**src/rtl/bpm_step_sequencer_pkg.sv**
```systemverilog
// Shared transport definitions for the step sequencer and the drum datapath.
// Holds the state encodings, step count and the tempo clamp helper.
package bpm_step_sequencer_pkg;

    typedef enum logic [1:0] {
        ST_STOPPED = 2'd0,
        ST_PLAYING = 2'd1,
        ST_PAUSED  = 2'd2
    } tstate_e;

    localparam int NUM_STEPS = 8;
    localparam int STEP_W    = $clog2(NUM_STEPS);

    typedef struct packed {
        logic start;
        logic stop;
        logic pause;
    } xport_cmd_t;

    function automatic logic [7:0] clamp_bpm(input logic [7:0] bpm, input int lo, input int hi);
        if (int'(bpm) < lo)      return 8'(lo);
        else if (int'(bpm) > hi) return 8'(hi);
        else                     return bpm;
    endfunction

endpackage

```
**src/rtl/bpm_step_sequencer_phase_acc.sv**
```systemverilog
// Phase accumulator: adds the clamped tempo each running cycle and strobes on
// every crossing of THRESH, carrying the remainder so the average rate is exact.
module bpm_step_sequencer_phase_acc
    import bpm_step_sequencer_pkg::*;
#(
    parameter int CLK_HZ         = 50_000_000,
    parameter int STEPS_PER_BEAT = 2,
    parameter int MIN_BPM        = 40,
    parameter int MAX_BPM        = 240,
    parameter int ACC_W          = 32
) (
    input  logic       clk,
    input  logic       reset,
    input  logic [7:0] set_bpm,
    input  logic       run,
    input  logic       clear,
    output logic       ovf
);

    // Computed in 64 bits: CLK_HZ*60 exceeds a 32-bit int at real clock rates.
    localparam longint          THRESH_L = longint'(CLK_HZ) * 60 / STEPS_PER_BEAT;
    localparam logic [ACC_W-1:0] THRESH  = ACC_W'(THRESH_L);

    logic [ACC_W-1:0] acc;
    logic [ACC_W-1:0] sum;
    logic [7:0]       bpm_c;
    logic             hit;

    always_comb begin
        bpm_c = clamp_bpm(set_bpm, MIN_BPM, MAX_BPM);
        sum   = acc + ACC_W'(bpm_c);
        hit   = (sum >= THRESH);
        ovf   = run && hit;
    end

    always_ff @(posedge clk) begin
        if (!reset || clear)
            acc <= '0;
        else if (run)
            acc <= hit ? (sum - THRESH) : sum;
    end

endmodule

```
**src/rtl/bpm_step_sequencer.sv**
```systemverilog
// Transport FSM and step counter; every output is registered so timing and
// step_tick change on the same edge as seen by the datapath.
module bpm_step_sequencer
    import bpm_step_sequencer_pkg::*;
#(
    parameter int CLK_HZ         = 50_000_000,
    parameter int STEPS_PER_BEAT = 2,
    parameter int MIN_BPM        = 40,
    parameter int MAX_BPM        = 240,
    parameter int ACC_W          = 32
) (
    input  logic              clk,
    input  logic              reset,
    input  logic [7:0]        set_bpm,
    input  logic              start,
    input  logic              stop,
    input  logic              pause,
    output logic              play,
    output logic [STEP_W-1:0] timing,
    output logic              step_tick,
    output logic              bar_start,
    output logic              beat_led
);

    tstate_e           state, state_nxt;
    xport_cmd_t        cmd;
    logic              ovf, run, clear, start_edge;
    logic [STEP_W-1:0] timing_nxt;
    logic              tick_nxt, bar_nxt, play_nxt, beat_nxt;

    assign cmd = '{start: start, stop: stop, pause: pause};

    bpm_step_sequencer_phase_acc #(
        .CLK_HZ        (CLK_HZ),
        .STEPS_PER_BEAT(STEPS_PER_BEAT),
        .MIN_BPM       (MIN_BPM),
        .MAX_BPM       (MAX_BPM),
        .ACC_W         (ACC_W)
    ) u_acc (
        .clk    (clk),
        .reset  (reset),
        .set_bpm(set_bpm),
        .run    (run),
        .clear  (clear),
        .ovf    (ovf)
    );

    always_ff @(posedge clk) begin
        if (!reset) state <= ST_STOPPED;
        else        state <= state_nxt;
    end

    // stop > pause > start; pause only means something while playing.
    always_comb begin
        state_nxt = state;
        case (state)
            ST_STOPPED: if (!cmd.stop && cmd.start) state_nxt = ST_PLAYING;
            ST_PLAYING: if (cmd.stop)               state_nxt = ST_STOPPED;
                        else if (cmd.pause)         state_nxt = ST_PAUSED;
            ST_PAUSED:  if (cmd.stop)               state_nxt = ST_STOPPED;
                        else if (cmd.start)         state_nxt = ST_PLAYING;
            default:                                state_nxt = ST_STOPPED;
        endcase
    end

    // Accumulate only on edges that stay in PLAYING, so a pause edge never ticks
    // and a resume edge does not double-count the frozen phase.
    always_comb begin
        start_edge = (state == ST_STOPPED) && (state_nxt == ST_PLAYING);
        run        = (state == ST_PLAYING) && (state_nxt == ST_PLAYING);
        clear      = (state_nxt == ST_STOPPED);
        timing_nxt = timing;
        if (clear || start_edge) timing_nxt = '0;
        else if (ovf)            timing_nxt = timing + 1'b1;
        play_nxt = (state_nxt == ST_PLAYING);
        tick_nxt = start_edge || ovf;
        bar_nxt  = start_edge || (ovf && timing_nxt == '0);
        beat_nxt = play_nxt && ((int'(timing_nxt) % STEPS_PER_BEAT) == 0);
    end

    always_ff @(posedge clk) begin
        if (!reset) begin
            timing    <= '0;
            play      <= 1'b0;
            step_tick <= 1'b0;
            bar_start <= 1'b0;
            beat_led  <= 1'b0;
        end else begin
            timing    <= timing_nxt;
            play      <= play_nxt;
            step_tick <= tick_nxt;
            bar_start <= bar_nxt;
            beat_led  <= beat_nxt;
        end
    end

endmodule

```
**config.mk**
```make
export PLATFORM = sky130hd
export DESIGN_NAME = bpm_step_sequencer
export DESIGN_NICKNAME = d
export VERILOG_FILES = /design/src/rtl/bpm_step_sequencer_pkg.sv /design/src/rtl/bpm_step_sequencer_phase_acc.sv /design/src/rtl/bpm_step_sequencer.sv
export SDC_FILE = /design/constraint.sdc
export NUM_CORES = 1
export LEC_CHECK = 0
export ABC_CLOCK_PERIOD_IN_PS = 13300
export CAP_MARGIN = 20
export CORE_MARGIN = 2
export CORE_UTILIZATION = 30
export CTS_CLUSTER_SIZE = 40
export DETAILED_ROUTE_END_ITERATION = 7
export PLACE_DENSITY = 0.53
export SYNTH_ARGS = -nofsm -noshare
export SYNTH_HDL_FRONTEND = slang
export SYNTH_HIERARCHICAL = 1
export SYNTH_SLANG_ARGS = --single-unit
```
**constraint.sdc**
```tcl
create_clock -name clk -period 13.3 [get_ports clk]
set_input_delay 3.99 -clock clk [delete_from_list [all_inputs] [get_ports clk]]
set_output_delay 3.99 -clock clk [all_outputs]
set_load 0.005 [all_outputs]
```
Word-level counts from Yosys, hierarchy flattened
Cells that the tools add are included.
{ "word_totals": {"reg_bits": 41, "latchBits": 0, "ram_bits": 0, "mem_bits_ro": 0, "in_bits": 13, "mem_count": 0} }
{ "classes": {"add_sub_neg": 3, "n_mul": 0, "n_div": 0, "magnitude_cmp": 3, "eq_ne": 3, "shifts": 0, "mux": 11, "n_bitwise": 0, "reduce_logical": 16} }
{ "op_table": {"columns": ["operator", "count"], "rows": [
  ["adder 32 x 8 -> 32 bit", 1],
  [">= comparator 32 x 31 -> 1 bit (second input constant)", 1],
  ["zero test 32 bit", 1],
  ["two-way mux 32 bit", 1],
  ["subtractor 32 x 31 -> 32 bit (second input constant)", 1],
  ["two-way mux 8 bit", 2],
  ["two-way mux 2 bit", 5],
  ["> comparator 8 bit (second input constant)", 1],
  ["< comparator 8 x 6 -> 1 bit (second input constant)", 1],
  ["logical AND 1 bit", 6],
  ["two-way mux 3 bit", 2],
  ["case mux 2 bit (3 select lines)", 1],
  ["equality test 2 x 1 -> 1 bit (second input constant)", 2],
  ["zero test 2 bit", 2],
  ["logical OR 1 bit", 4],
  ["adder 3 x 1 -> 3 bit (second input constant)", 1],
  ["zero test 3 bit", 1],
  ["equality test 2 bit (second input constant)", 1],
  ["zero test 1 bit", 2]
]} }

Depth between registers and ports, before layout
{ "depth": {"ltp_word": 12, "depth_mapped": 22} }

By module
Netlist, hierarchy kept.
{ "modules_own_cells": {"columns": ["mod", "n_inst", "cells_per_inst", "area_each_um2", "seq_area_each_um2"], "rows": [
  ["bpm_step_sequencer_phase_acc", 1, 451, 3428.3, 640.6],
  ["bpm_step_sequencer", 1, 38, 406.6, 180.2]
]} }

Worst setup path before layout
Ideal clock, no wire load.
{ "synth_timing": {"path_type": "in2reg", "from": "input set_bpm[6]", "to": "register bar_start", "arrival_time_ns": 8.223, "slack_ns": 5.007, "stages": 21, "path_cell_list": "nor2_1 a2bb2oi_1 and2_1 ha_1 fa_1 a211o_1 a2111oi_4 o21ai_1 nand2_1 ha_1 o21ai_0 a211oi_1 o2111ai_1 a41oi_2 a311oi_2 buf_4 buf_6 nor2_1 a21bo_2 nand4b_1 a21boi_1"} }
{ "synth_via": {"elab_chain_len": 11, "elab_cells_between_ends": 12} }
{ "synth_rtl": {"columns": ["element", "line_no", "rtl"], "rows": [
  ["start, declared", "bpm_step_sequencer.sv:14", "input logic [7:0] set_bpm,"],
  ["> comparator 8 bit", "bpm_step_sequencer_pkg.sv:22", "else if (int'(bpm) > hi) return 8'(hi);"],
  ["two-way mux 8 bit", "bpm_step_sequencer_pkg.sv:22", null],
  ["two-way mux 8 bit (*)", "bpm_step_sequencer_pkg.sv:21", "if (int'(bpm) < lo) return 8'(lo);"],
  ["adder 32 x 8 -> 32 bit (*)", "bpm_step_sequencer_phase_acc.sv:31", "sum = acc + ACC_W'(bpm_c);"],
  [">= comparator 32 x 31 -> 1 bit (*)", "bpm_step_sequencer_phase_acc.sv:32", "hit = (sum >= THRESH);"],
  ["logical AND 1 bit (*)", "bpm_step_sequencer_phase_acc.sv:33", "ovf = run && hit;"],
  ["via ovf", "bpm_step_sequencer.sv:27", "logic ovf, run, clear, start_edge;"],
  ["two-way mux 3 bit", "bpm_step_sequencer.sv:74", "else if (ovf) timing_nxt = timing + 1'b1;"],
  ["two-way mux 3 bit", "bpm_step_sequencer.sv:73", "if (clear || start_edge) timing_nxt = '0;"],
  ["zero test 3 bit", "bpm_step_sequencer.sv:77", "bar_nxt = start_edge || (ovf && timing_nxt == '0);"],
  ["logical AND 1 bit (*)", "bpm_step_sequencer.sv:77", null],
  ["logical OR 1 bit (*)", "bpm_step_sequencer.sv:77", null],
  ["end signal, assigned", "bpm_step_sequencer.sv:92", "bar_start <= bar_nxt;"],
  ["end, declared", "bpm_step_sequencer.sv:21", "output logic bar_start,"]
]} }
The timed path passes the listed nets; every way through them passes the cells marked *.
A chain may end at the register's enable or synchronous reset.

Worst setup path after layout
{ "layout_timing": {"from": "input set_bpm[6]", "to": "register u_acc.acc[28]"} }
{ "layout_via": {"elab_chain_len": 6, "elab_cells_between_ends": 8} }
{ "layout_rtl": {"columns": ["element", "line_no", "rtl"], "rows": [
  ["> comparator 8 bit", "bpm_step_sequencer_pkg.sv:22", null],
  ["two-way mux 8 bit", "bpm_step_sequencer_pkg.sv:22", null],
  ["two-way mux 8 bit (*)", "bpm_step_sequencer_pkg.sv:21", null],
  ["adder 32 x 8 -> 32 bit (*)", "bpm_step_sequencer_phase_acc.sv:31", null],
  ["subtractor 32 x 31 -> 32 bit or >= comparator 32 x 31 -> 1 bit (tied branches)", "bpm_step_sequencer_phase_acc.sv:40, bpm_step_sequencer_phase_acc.sv:32", null],
  ["two-way mux 32 bit (*)", "bpm_step_sequencer_phase_acc.sv:40", "acc <= hit ? (sum - THRESH) : sum;"],
  ["end signal, assigned", "bpm_step_sequencer_phase_acc.sv:40", null],
  ["end, declared", "bpm_step_sequencer_phase_acc.sv:24", "logic [ACC_W-1:0] acc;"]
]} }
Every way passes the cells marked *; elsewhere a longest branch is shown, timed or not.

==> out/metrics.yaml <==
finish:
  area.growth.synth_to_final_pct: 12.2
  fillCellCount: 1337
  n_antenna_cell: 0
  final_core_util_pct: 34.2
  drive_above_1_share_pct: 8.83
  finalNetCount: 511
synth:
  synth-xor-area-share_pct: 5.45
  yosys_warnings: 6
  synth-seq-cells: 41
  synth.yosys.seq_area_share_pct: 21.4
  netlist_area_um2: 3830
  yosysMostFrequentCell: "nand2_1"
  synth_compound_area_share_pct: 28.0
  synth.avg_cell_area_um2: 7.84
  synth_top_family_by_area: "simple AND/OR/NAND/NOR gates"
  syn-instance-count: 489
  synthTopCellsByArea: "dfxtp_1 21%, mux2i_1 5.7%, a21oi_1 5.0%"
  async_flop_share_pct: 0
  synthAdderAreaFrac_pct: 4.11
  synth_top_flop_cell: "dfxtp_1"
  synth_top_area_share_pct: 21.4
  yosys.area.top_type: "dfxtp_1"
  ys_types: 82
  synth-edff-count: 0
  synth-simple-area-share_pct: 29.3
  synth_nets: 514
  synth_common_cells: "45 x nand2_1, 41 x dfxtp_1, 38 x a21oi_1"
  synth.area.mux_share_pct: 7.01
grt:
  first_global_vias: 3565
  grt_pass1_wl_um: 17300
  antenna_found_initial: 0
  grt_start_max_net_pins: 31
  overflow: 0
  grtUsageTotal_pct: 15.6
hold_path:
  hp-class: "flop to flop"
  hold_end: "u_acc/acc[2]$_SDFFE_PP0P_"
  worstHoldStart: "u_acc/acc[2]$_SDFFE_PP0P_"
  whs_path_depth: 2
clock_network:
  insertion_delay_ns: 0.29
  cts_setup_buffers: 0
  clkSinkCount: 41
  cts_tree: "built"
  postCtsHoldBufs: 0
  cts.clk_slew.worst_paths_ns: 0.06
  cts.path.max_buffers: 2
  cts_made_buffers: 5
  cts-resized-gates: 0
  htree_levels: 2
  cts-root-buf: "clkbuf_16"
power_and_ir_drop:
  ir_drop_mv: 0.0392
  p_leak_nw: 1.41
  p_per_area_nw_per_um2: 67.6
die:
  dieArea_um2: 13700
  core_area_um2: 12600
  die_h_um: 117
  start_util_pct: 30.5
  fp-row-count: 41
  die_x_um: 117
  pin_count: 20
job:
  maxCapViolCount: 0
critical_path:
  ff2ff_path_depth: 16
  worst-setup-path-type: "primary input to flop"
  r2r_start: "u_acc/acc[0]$_SDFFE_PP0P_"
  start_kind: "primary input"
  cp_cell_sequence: "clkdlybuf4s50_1 > nor2_1 > a2bb2oi_1 > and2_1 > ha_1 > fa_1 > a211o_1 > a2111oi_4 > o21ai_1 > nand2_1 > ha_1 > o21ai_0 > a211oi_1 > o2111ai_1 > a41oi_2 > a311oi_2 > buf_4 > or4_4 > a21o_1 > a21oi_2"
  max_stage_delay_ns: 0.58
  arrival_ns: 9.53
  path_buf_inv: 2
  cp_common_cell: "ha_1"
  reg2reg_slack_ns: 8.33
  critical_path_required_ns: 13.50
  cp_slowest_cell: "a2111oi_4"
  critPathCaptureType: "flop"
  crit_fanout: 16
  cpLargestDelayFamily: "compound AO/OA/AOI/OAI gates"
  regToRegEndpoint: "u_acc/acc[28]$_SDFFE_PP0P_"
sta:
  tns_ns: 0
  drv_slew: 0
  worstMarginPinSlew_ns: 0.949
  max_slew_margin_pct: 36.8
  timing.fmax_mhz: 107
  hold_ws_ns: 0.494
  finalHoldViolCount: 0
  rsz0062_at_grt: "false"
  setup_viol: 0
  fin_ws_ns: 3.97
  finalCritPeriodShare_pct: 70.1
  layout_min_cycle_time_ns: 9.33
  finalClockSkew_ns: 0.00702
drt:
  ant_nets: 0
  wl_per_cell_um: 15.2
  vias: 3593
  route.detailed.drc: 0
  routed_via_density: 5.45
  drtIter0Drc: 190
  totalWireLength_um: 10000
  drtPass1Iterations: 5
placement:
  portBuffers: 19
  post-dp-hpwl_um: 7280
  gp_congestion: 0.856
  pre_cts_ws_ns: 3.70
status:
  status: "completed"
-- where the power goes --
part | internal [mW] | total [mW] | leakage [nW] | switching, mW
clock network | 0.0938 | 0.144 | 0.0841 | 0.0501
logic | 0.0109 | 0.0228 | 0.999 | 0.0119
registers | 0.124 | 0.124 | 0.331 | 0.000570
total | 0.228 | 0.291 | 1.41 | 0.0626
-- routing by layer --
metal / wire length [µm] / track usage [%] / part of all wire, % / vias up
met4: 86 / 4.24 / 0.86 / 0
met2: 4680 / 26.5 / 47 / 61
met5: 0 / 0 / 0 / -
met3: 319 / 2.37 / 3.2 / 6
met1: 4910 / 20.8 / 49 / 1699
li1: - / - / - / 1827
-- cell type report --
cell class,count,area (µm²),area share [%]
Clock buffer,7,143,3.31
Sequential cell,41,821,19.1
Inverter,7,26.3,0.610
Multi-Input combinational cell,409,2840,65.9
Clock inverter,1,30.0,0.698
Tap cell,172,215,5.00
Timing Repair Buffer,22,233,5.41
-- metrics by stage --
step / total power, mW / cells / area, µm²
after floorplan: 0.141 / 489 / 3830
after global placement: 0.149 / 650 / 4100
after detailed placement: 0.149 / 650 / 4100
after CTS: 0.296 / 658 / 4280
after global routing: 0.304 / 659 / 4300
final: 0.291 / 659 / 4300
-- sequential cells by signal, summed over array words and instances, names as in the netlist --
name,cells
u_acc/acc,32
step_tick,1
timing,3
bar_start,1
state,2
beat_led,1
play,1
-- worst max-delay path by stage --
| stage | endpoint | cells past startpoint | slack, ns | startpoint |
|---|---|---|---|---|
| after floorplan | bar_start$_SDFF_PN0_ | 21 | 5.01 | set_bpm[6] |
| after global placement | u_acc/acc[28]$_SDFFE_PP0P_ | 20 | 3.95 | set_bpm[6] |
| after detailed placement | u_acc/acc[28]$_SDFFE_PP0P_ | 20 | 3.70 | set_bpm[6] |
| after CTS | u_acc/acc[28]$_SDFFE_PP0P_ | 20 | 3.99 | set_bpm[6] |
| after global routing | u_acc/acc[28]$_SDFFE_PP0P_ | 20 | 3.67 | set_bpm[6] |
| final | u_acc/acc[28]$_SDFFE_PP0P_ | 20 | 3.97 | set_bpm[6] |
-- placed cells by master, fill, tap and decap left out, types with 14 or more instances in the layout --
master,n
nand2_1,45
and3_1,14
nand2b_1,16
clkdlybuf4s50_1,19
a21oi_1,38
nor2_1,32
dfxtp_1,41
mux2i_1,22
o21ai_0,15
nand3_1,21
-- cell families (layout without fill, tap and decap cells) --
kind of cell / count (synthesis) / in the layout
buffers and inverters: 39 / 37
XOR/XNOR: 23 / 23
multiplexers: 26 / 26
flip-flops: 41 / 41
AO/OA/AOI/OAI: 141 / 141
AND/OR/NAND/NOR: 207 / 207
adder cells (fa/ha/maj): 12 / 12
-- worst reg2reg max path, stage by stage, from the launching register on --
cell       delay [ns]
dfxtp_1          0.32
ha_1             0.23
fa_1             0.42
a211o_1          0.38
a2111oi_4        0.58
o21ai_1          0.24
nand2_1          0.15
ha_1             0.19
o21ai_0          0.09
a211oi_1         0.29
o2111ai_1        0.26
a41oi_2          0.33
a311oi_2         0.28
buf_4            0.29
or4_4            0.53
a21o_1           0.18
a21oi_2          0.12
(Power assumes the default switching activity.)
